## config.mk

```make
export PLATFORM = sky130hd
export DESIGN_NAME = alu_decode_stage
export DESIGN_NICKNAME = d
export VERILOG_FILES = /design/src/rtl/alu_pkg.sv /design/src/rtl/rv_imm_gen.sv /design/src/rtl/alu_decode_stage.sv
export SDC_FILE = /design/constraint.sdc
export NUM_CORES = 1
export LEC_CHECK = 0
export CAP_MARGIN = 20
export CORE_UTILIZATION = 39
export CTS_BUF_LIST = sky130_fd_sc_hd__clkbuf_8 sky130_fd_sc_hd__clkbuf_16
export DETAILED_ROUTE_END_ITERATION = 6
export PLACE_DENSITY = 0.76
export SLEW_MARGIN = 0
export SYNTH_ARGS = -nofsm -noshare
export SYNTH_HDL_FRONTEND = slang
export SYNTH_SLANG_ARGS = --single-unit
```

## constraint.sdc

```tcl
create_clock -name clk -period 2.1 [get_ports clk]
set_input_delay 0.315 -clock clk [delete_from_list [all_inputs] [get_ports clk]]
set_output_delay 0.315 -clock clk [all_outputs]
set_load 0.01 [all_outputs]
```

## src/rtl/alu_pkg.sv

```systemverilog
// Shared ALU op codes, RV32I opcode/funct constants and the decoded bundle type
// used by the decode stage and the ALU.
package alu_pkg;

    typedef enum logic [4:0] {
        ALU_AND  = 5'd0,
        ALU_OR   = 5'd1,
        ALU_ADD  = 5'd2,
        ALU_SUB  = 5'd3,
        ALU_XOR  = 5'd4,
        ALU_SLT  = 5'd5,
        ALU_SLTU = 5'd6,
        ALU_SLL  = 5'd7,
        ALU_SRL  = 5'd8,
        ALU_SRA  = 5'd9
    } alu_op_e;

    localparam logic [6:0] OPC_LOAD   = 7'h03;
    localparam logic [6:0] OPC_OP_IMM = 7'h13;
    localparam logic [6:0] OPC_STORE  = 7'h23;
    localparam logic [6:0] OPC_OP     = 7'h33;
    localparam logic [6:0] OPC_LUI    = 7'h37;
    localparam logic [6:0] OPC_BRANCH = 7'h63;

    localparam logic [2:0] F3_ADD_SUB = 3'd0;
    localparam logic [2:0] F3_SLL     = 3'd1;
    localparam logic [2:0] F3_SLT     = 3'd2;
    localparam logic [2:0] F3_SLTU    = 3'd3;
    localparam logic [2:0] F3_XOR     = 3'd4;
    localparam logic [2:0] F3_SRL_SRA = 3'd5;
    localparam logic [2:0] F3_OR      = 3'd6;
    localparam logic [2:0] F3_AND     = 3'd7;
    localparam logic [2:0] F3_BEQ     = 3'd0;
    localparam logic [2:0] F3_BNE     = 3'd1;

    localparam logic [6:0] F7_BASE = 7'h00;
    localparam logic [6:0] F7_ALT  = 7'h20;

    typedef enum logic [2:0] {
        IMM_NONE,
        IMM_I,
        IMM_S,
        IMM_B,
        IMM_U
    } imm_fmt_e;

    typedef struct packed {
        alu_op_e     alu_ctrl;
        logic        alu_src_imm;
        logic [31:0] imm;
        logic [4:0]  rs1;
        logic [4:0]  rs2;
        logic [4:0]  rd;
        logic        reg_write;
        logic        illegal;
    } dec_bundle_t;

    // funct3 -> ALU op for the base (funct7 = 0) register and immediate forms.
    function automatic alu_op_e f3_to_alu_op(input logic [2:0] f3);
        alu_op_e op;
        case (f3)
            F3_ADD_SUB: op = ALU_ADD;
            F3_SLL:     op = ALU_SLL;
            F3_SLT:     op = ALU_SLT;
            F3_SLTU:    op = ALU_SLTU;
            F3_XOR:     op = ALU_XOR;
            F3_SRL_SRA: op = ALU_SRL;
            F3_OR:      op = ALU_OR;
            default:    op = ALU_AND;
        endcase
        return op;
    endfunction

endpackage

```

## src/rtl/rv_imm_gen.sv

```systemverilog
// Combinational RV32I immediate extraction; the opcode bits [6:0] play no part
// in any immediate, so only instr[31:7] is taken.
module rv_imm_gen
    import alu_pkg::*;
(
    input  logic [31:7] instr,
    input  imm_fmt_e    fmt,
    output logic [31:0] imm
);

    always_comb begin
        // NOTE: every combinational output gets a default first, so no path leaves it unassigned (no latch).
        imm = '0;
        case (fmt)
            IMM_I:   imm = {{20{instr[31]}}, instr[31:20]};
            IMM_S:   imm = {{20{instr[31]}}, instr[31:25], instr[11:7]};
            IMM_B:   imm = {{19{instr[31]}}, instr[31], instr[7], instr[30:25], instr[11:8], 1'b0};
            IMM_U:   imm = {instr[31:12], 12'b0};
            default: imm = '0;
        endcase
    end

endmodule

```

## src/rtl/alu_decode_stage.sv

```systemverilog
// Registered RV32I ALU decode stage with valid/ready handshakes on both sides.
// Define ALU_DECODE_SKID_EN to register in_ready behind a one-entry skid buffer.
module alu_decode_stage
    import alu_pkg::*;
(
    input  logic        clk,
    input  logic        rst_n,
    input  logic        flush,
    input  logic        in_valid,
    output logic        in_ready,
    input  logic [31:0] instr,
    output logic        out_valid,
    input  logic        out_ready,
    output logic [4:0]  alu_ctrl,
    output logic        alu_src_imm,
    output logic [31:0] imm,
    output logic [4:0]  rs1,
    output logic [4:0]  rs2,
    output logic [4:0]  rd,
    output logic        reg_write,
    output logic        illegal
);

    logic [6:0]  opcode;
    logic [2:0]  funct3;
    logic [6:0]  funct7;
    imm_fmt_e    imm_fmt;
    logic [31:0] imm_val;
    dec_bundle_t dec_raw;
    dec_bundle_t dec_bundle;

    dec_bundle_t out_q, out_d;
    logic        out_valid_q, out_valid_d;
    logic        fire_in;

    assign opcode = instr[6:0];
    assign funct3 = instr[14:12];
    assign funct7 = instr[31:25];

    rv_imm_gen u_imm_gen (
        .instr (instr[31:7]),
        .fmt   (imm_fmt),
        .imm   (imm_val)
    );

    always_comb begin
        dec_raw     = '0;
        imm_fmt     = IMM_NONE;
        dec_raw.rs1 = instr[19:15];
        dec_raw.rs2 = instr[24:20];
        dec_raw.rd  = instr[11:7];
        case (opcode)
            OPC_OP: begin
                dec_raw.reg_write = 1'b1;
                if (funct7 == F7_BASE)
                    dec_raw.alu_ctrl = f3_to_alu_op(funct3);
                else if (funct7 == F7_ALT && funct3 == F3_ADD_SUB)
                    dec_raw.alu_ctrl = ALU_SUB;
                else if (funct7 == F7_ALT && funct3 == F3_SRL_SRA)
                    dec_raw.alu_ctrl = ALU_SRA;
                else
                    dec_raw.illegal = 1'b1;
            end
            OPC_OP_IMM: begin
                imm_fmt             = IMM_I;
                dec_raw.alu_src_imm = 1'b1;
                dec_raw.reg_write   = 1'b1;
                dec_raw.alu_ctrl    = f3_to_alu_op(funct3);
                // Shift-immediates reuse imm[11:5] as a funct7 qualifier.
                if (funct3 == F3_SLL && funct7 != F7_BASE)
                    dec_raw.illegal = 1'b1;
                if (funct3 == F3_SRL_SRA) begin
                    if (funct7 == F7_ALT)
                        dec_raw.alu_ctrl = ALU_SRA;
                    else if (funct7 != F7_BASE)
                        dec_raw.illegal = 1'b1;
                end
            end
            OPC_LOAD: begin
                imm_fmt             = IMM_I;
                dec_raw.alu_ctrl    = ALU_ADD;
                dec_raw.alu_src_imm = 1'b1;
                dec_raw.reg_write   = 1'b1;
            end
            OPC_STORE: begin
                imm_fmt             = IMM_S;
                dec_raw.alu_ctrl    = ALU_ADD;
                dec_raw.alu_src_imm = 1'b1;
            end
            OPC_BRANCH: begin
                imm_fmt          = IMM_B;
                dec_raw.alu_ctrl = ALU_SUB;
                if (funct3 != F3_BEQ && funct3 != F3_BNE)
                    dec_raw.illegal = 1'b1;
            end
            OPC_LUI: begin
                imm_fmt             = IMM_U;
                dec_raw.alu_ctrl    = ALU_ADD;
                dec_raw.alu_src_imm = 1'b1;
                dec_raw.reg_write   = 1'b1;
                dec_raw.rs1         = '0;
            end
            default: dec_raw.illegal = 1'b1;
        endcase
    end

    // Illegal encodings travel as an all-zero bundle carrying only the illegal flag.
    always_comb begin
        dec_bundle           = dec_raw;
        dec_bundle.imm       = imm_val;
        dec_bundle.reg_write = dec_raw.reg_write && (dec_raw.rd != 5'd0);
        if (dec_raw.illegal) begin
            dec_bundle         = '0;
            dec_bundle.illegal = 1'b1;
        end
    end

`ifdef ALU_DECODE_SKID_EN
    dec_bundle_t skid_q, skid_d;
    logic        skid_valid_q, skid_valid_d;
    logic        in_ready_q, in_ready_d;
    logic        drain;

    assign in_ready = in_ready_q;
    assign fire_in  = in_valid && in_ready_q;
    assign drain    = !out_valid_q || out_ready;

    always_comb begin
        out_d        = out_q;
        out_valid_d  = out_valid_q;
        skid_d       = skid_q;
        skid_valid_d = skid_valid_q;
        if (flush) begin
            out_valid_d  = 1'b0;
            skid_valid_d = 1'b0;
        end else if (drain) begin
            // A held skid entry is older than anything on the input, so it goes first.
            if (skid_valid_q) begin
                out_d        = skid_q;
                out_valid_d  = 1'b1;
                skid_valid_d = 1'b0;
            end else if (fire_in) begin
                out_d       = dec_bundle;
                out_valid_d = 1'b1;
            end else begin
                out_valid_d = 1'b0;
            end
        end else if (fire_in) begin
            skid_d       = dec_bundle;
            skid_valid_d = 1'b1;
        end
        in_ready_d = !skid_valid_d;
    end

    always_ff @(posedge clk) begin
        if (!rst_n) begin
            // NOTE: the data registers are reset too, because the data outputs must read zero out of reset.
            out_q        <= '0;
            out_valid_q  <= 1'b0;
            skid_q       <= '0;
            skid_valid_q <= 1'b0;
            in_ready_q   <= 1'b0;
        end else begin
            // NOTE: non-blocking assignments so every flop samples pre-edge values.
            out_q        <= out_d;
            out_valid_q  <= out_valid_d;
            skid_q       <= skid_d;
            skid_valid_q <= skid_valid_d;
            in_ready_q   <= in_ready_d;
        end
    end
`else
    assign in_ready = rst_n && (!out_valid_q || out_ready);
    assign fire_in  = in_valid && in_ready;

    always_comb begin
        out_d       = out_q;
        out_valid_d = out_valid_q;
        if (flush) begin
            out_valid_d = 1'b0;
        end else if (fire_in) begin
            out_d       = dec_bundle;
            out_valid_d = 1'b1;
        end else if (out_ready) begin
            out_valid_d = 1'b0;
        end
    end

    always_ff @(posedge clk) begin
        if (!rst_n) begin
            // NOTE: the data registers are reset too, because the data outputs must read zero out of reset.
            out_q       <= '0;
            out_valid_q <= 1'b0;
        end else begin
            // NOTE: non-blocking assignments so every flop samples pre-edge values.
            out_q       <= out_d;
            out_valid_q <= out_valid_d;
        end
    end
`endif

    assign out_valid   = out_valid_q;
    assign alu_ctrl    = out_q.alu_ctrl;
    assign alu_src_imm = out_q.alu_src_imm;
    assign imm         = out_q.imm;
    assign rs1         = out_q.rs1;
    assign rs2         = out_q.rs2;
    assign rd          = out_q.rd;
    assign reg_write   = out_q.reg_write;
    assign illegal     = out_q.illegal;

endmodule

```

# Word level (Yosys, flattened, before mapping)
# Index checks and enable logic that the tools add are counted.
# op_classes
n_eq_ne,18
reduce_logical,21
muxes,24
bitwise_logic,2
# op_table
cell,n
$pmux W32 S4,1
$mux W55,1
$eq A7 B6 Y1 const B,4
$pmux W4 S7,1
$mux W5,5
$pmux W5 S4,1
$eq A3 B2 Y1 const B,4
$eq A3 B3 Y1 const B,4
$mux W1,12
$pmux W3 S4,1
$reduce_or A4 Y1,2
$eq A7 B2 Y1 const B,1
$eq A7 B5 Y1 const B,1
$eq A7 B7 Y1 const B,1
$logic_and A1 B1 Y1,7
$logic_not A7 Y1,1
$reduce_bool A7 Y1,1
$eq A3 B1 Y1 const B,2
$reduce_bool A5 Y1,1
$mux W4,1
$pmux W1 S4,1
$reduce_or A2 Y1,2
$logic_not A3 Y1,1
$ne A3 B1 Y1 const B,1
7 further kinds,8
# word_totals
input_bits,37
register_bits,56
out_inout_bits,57

# Longest topological paths before layout
# depth
word_depth,8
mapped_depth,7
mapped_depth_nobuf,5

# By module
# From an unflattened synthesis, not the netlist that was laid out.
# unflattened
hier_cells,267
area_unflattened_um2,2606.2
# by_module_without_submodules
mod,cells_each,area_each_um2,seq_area_each_um2,n_inst
alu_decode_stage,212,2180.8,1101.1,1
rv_imm_gen,55,425.4,0.0,1

# Worst setup path after synthesis
# No wires, ideal clock.
# synth_path
kind,input port to flip-flop
from,input instr[25]
to,register out_q (netlist bit imm[0])
setup_ns,0.059
stages,6
setup_slack_ns,-0.134
t_arrival_ns,2.176
required_time_ns,2.041
cell_sequence,or4_4 > or3_4 > o221a_4 > nor4b_4 > buf_6 > a22o_1
# synth_between
elab_chain_cells,8
word_cells_on_any_way,15
cone_classes,eq/ne (1); mux (9); reduce/logical (5)
# synth_lines
item,line_no,text
from (decl),alu_decode_stage.sv:11,"input logic [31:0] instr,"
$reduce_bool A7 Y1,"alu_decode_stage.sv:70, alu_decode_stage.sv:75",
$logic_and A1 B1 Y1,alu_decode_stage.sv:70,if (funct3 == F3_SLL && funct7 != F7_BASE)
$mux W1,alu_decode_stage.sv:70,
$mux W1,alu_decode_stage.sv:75,else if (funct7 != F7_BASE)
$mux W1,alu_decode_stage.sv:73,if (funct7 == F7_ALT)
$mux W1,alu_decode_stage.sv:72,if (funct3 == F3_SRL_SRA) begin
$pmux W1 S4 *,alu_decode_stage.sv:52,case (opcode)
$mux W55 *,alu_decode_stage.sv:112,if (dec_raw.illegal) begin
to (signal assigned),alu_decode_stage.sv:196,out_q <= out_d;
to (decl),alu_decode_stage.sv:32,"dec_bundle_t out_q, out_d;"
# Mark *: on every way between the ends. The rest lies on a longest branch, timed or not.
# A chain may end at the register's enable or synchronous reset.

# Worst setup path in the final report
# layout_path
from,input instr[25]
to,register out_q (netlist bit alu_ctrl[0])
# layout_between
elab_chain_cells,8
word_cells_on_any_way,21
cone_classes,eq/ne (1); mux (15); reduce/logical (5)
# layout_lines
item,line_no
$reduce_bool A7 Y1,"alu_decode_stage.sv:70, alu_decode_stage.sv:75"
$logic_and A1 B1 Y1,alu_decode_stage.sv:70
$mux W1,alu_decode_stage.sv:70
$mux W1,alu_decode_stage.sv:75
$mux W1,alu_decode_stage.sv:73
$mux W1,alu_decode_stage.sv:72
$pmux W1 S4,alu_decode_stage.sv:52
$mux W55 *,alu_decode_stage.sv:112
# Marked as above.

==> qor.yml <==
antenna_found_initial: 0
grt_pass1_vias: 2232
hp-class: "in -> reg"
ys.flop_type: "dfxtp_1"
hold_viol_final: 0
synth.distinct_cells: 46
run_status: "completed"
finClkSkew_ps: 9.42
syn_area_mm2: 0.00232
synthToLayoutAreaGrowth_pct: 63.9
maxCapViolCount: 0
max_freq_mhz: 492
design_area_mm2: 0.00380
syn_area_per_cell_um2: 9.32
die_height_um: 79.1
grt_pass1_wl_um: 10800
clk_latency_ps: 310
pwr-share-comb_pct: 15.6
drv_slew: 0
clkTransAtPathRegs_ps: 100
firstDrtPassIters: 4
ys_seq_elements: 55
startpoint_type: "input port"
row_count: 27
final.setup.tns_ps: 0
numCtsBuffers: 5
ir_worst_vdd_mv: 0.301
grt_overflow_total: 0
vias: 2373
dpl_cell_area_mm2: 0.00360
core_mm2: 0.00561
place_hpwl_um: 5080
htreeDepth: 2
p_switching_w: 0.000501
finalSetupViolCount: 0
setup_slack_ps: 67.0
pin_count: 94
routed_wl_um: 7020
p_seq_share_pct: 53.8
track_usage_pct: 22.3
crit_path_end_kind: "flip-flop"
required_ps: 2360
cts_root_buf: "clkbuf_8"
place.port_buffers: 92
crit_fanout: 7
crit_type: "in -> reg"
drtAntennaViolNets: 0
ys_warn_count: 0
async_reset_ff_share_pct: 0
drc: 0
grt_max_degree: 53
p_clk_share_pct: 30.6
power_density_mw_per_mm2: 512
place_ws_ps: -620
final.period_utilization_pct: 96.8
switching_share_pct: 25.7
rsz0062_at_grt: "yes"
fin_crit_ps: 2030
drive_gt1_share_pct: 20.2
drt-vias-per-instance: 5.30
leakage_nw: 1.50
die_area_mm2: 0.00626
hold_slack_ps: 347
p_int_w: 0.00145
syn_inst: 249
ys_seq_area_share_pct: 47.4
die_x_um: 79.1
synth_edf_count: 0
p_total_w: 0.00195
start_util_pct: 41.4
cts.sinks: 55
tritoncts: "yes"
wire_per_inst_um: 15.7
layout.nets: 412
gp_congestion: 0.874
syn_nets: 286
crit_arrival_ps: 2290
clk_path_buf_depth: 2
diodes: 0
drt_iter0_drc: 121
==> cell usage in the layout, fill, tap and decap left out, types with 3 or more instances in the layout <==
master	count
clkdlybuf4s50_1	81
dfxtp_1	55
buf_4	43
a22o_1	26
o21ai_0	26
nand2_1	24
a21oi_1	23
nor2_1	8
a32o_1	8
buf_6	6
dlymetal6s2s_1	6
clkbuf_8	5
inv_1	4
nand2b_1	3
nor2b_1	3
o31ai_1	3
xnor2_1	3
==> worst max-delay path, cell delays in order <==
cell and delay, ps:
buf_6 90, or4_4 530, or3_4 350, o221a_4 310, nor4b_4 340, buf_6 190, o221a_4 170
==> registers in the layout, indices dropped and copies added (netlist names) <==
register / flops
imm: 32
rd: 5
rs1: 5
rs2: 5
alu_ctrl: 4
alu_src_imm: 1
illegal: 1
out_valid: 1
reg_write: 1
==> area by class of cell <==
cell class / instances / area (um^2)
clock buffer: 5 / 68.8
sequential: 55 / 1100
timing repair buffer: 140 / 1320
inverter: 4 / 15.0
tap: 72 / 90.1
multi-input combinational: 169 / 1190
fill: 482 / 1800
clock inverter: 3 / 22.5
==> cells by family after synthesis <==
family | Yosys count | synth area share (%)
compound gates | 99 | 30.2
xor+xnor | 3 | 1.13
buf+inv | 25 | 4.69
flops | 55 | 47.4
mux | 2 | 0.863
other cells | 1 | 0.162
simple gates | 64 | 15.5
==> per-layer routing <==
| layer | vias to the layer above | GRT usage [%] | part of all wire (%) |
|---|---|---|---|
| met5 | - | 0 | 0 |
| met4 | 0 | 6.36 | 1.2 |
| met3 | 8 | 5.40 | 6.8 |
| met2 | 84 | 37.8 | 48 |
| met1 | 1110 | 27.9 | 45 |
| li1 | 1171 | - | - |
==> per-stage QoR <==
stage	cells	util, %
global placement	438	64.2
floorplan	249	-
finish	448	67.8
global route	448	67.8
detailed placement	438	64.2
CTS	447	66.3
==> worst paths after layout <==
path | startpoint | to | slack, ps | cells after the start
max | instr[25] | alu_ctrl[0] | 70 | 7
min | instr[25] | imm[5] | 350 | 3
max reg2reg | out_valid | alu_ctrl[0] | 350 | 7
min reg2reg | alu_src_imm | alu_src_imm | 460 | 2
==> power by group through the flow <==
| stage | logic [W] | registers [W] | clock network [W] |
|---|---|---|---|
| final | 0.000304 | 0.00105 | 0.000596 |
| after global placement | 0.000287 | 0.00107 | 0 |
| after CTS | 0.000290 | 0.00105 | 0.000613 |
| after global routing | 0.000328 | 0.00105 | 0.000651 |
| after detailed placement | 0.000290 | 0.00107 | 0 |
| after floorplan | 0.000116 | 0.00107 | 0 |
==> repair_timing <==
action	4_1_cts	5_1_grt
hold buffers	0	0
pin swaps	6	8
resized for setup	18	21
gates cloned	0	1
buffers inserted	1	0
endpoints found under the setup margin	54	29
==> synthesized netlist by cell type, types with 3 or more instances <==
| master | number | area, um^2 |
|---|---|---|
| o21ai_0 | 26 | 130 |
| nand3_1 | 3 | 15.0 |
| nand2_1 | 24 | 90.1 |
| nor2_1 | 8 | 30.0 |
| nor2b_1 | 5 | 31.3 |
| buf_2 | 3 | 15.0 |
| a21oi_1 | 23 | 115 |
| o31ai_1 | 3 | 22.5 |
| inv_1 | 4 | 15.0 |
| a32o_1 | 8 | 80.1 |
| clkbuf_1 | 15 | 56.3 |
| nor3_1 | 3 | 15.0 |
| a22o_1 | 26 | 228 |
| and2_1 | 3 | 18.8 |
| xnor2_1 | 3 | 26.3 |
| nand2b_1 | 4 | 25.0 |
| dfxtp_1 | 55 | 1100 |
No activity file was read; power rests on OpenSTA's default activity.
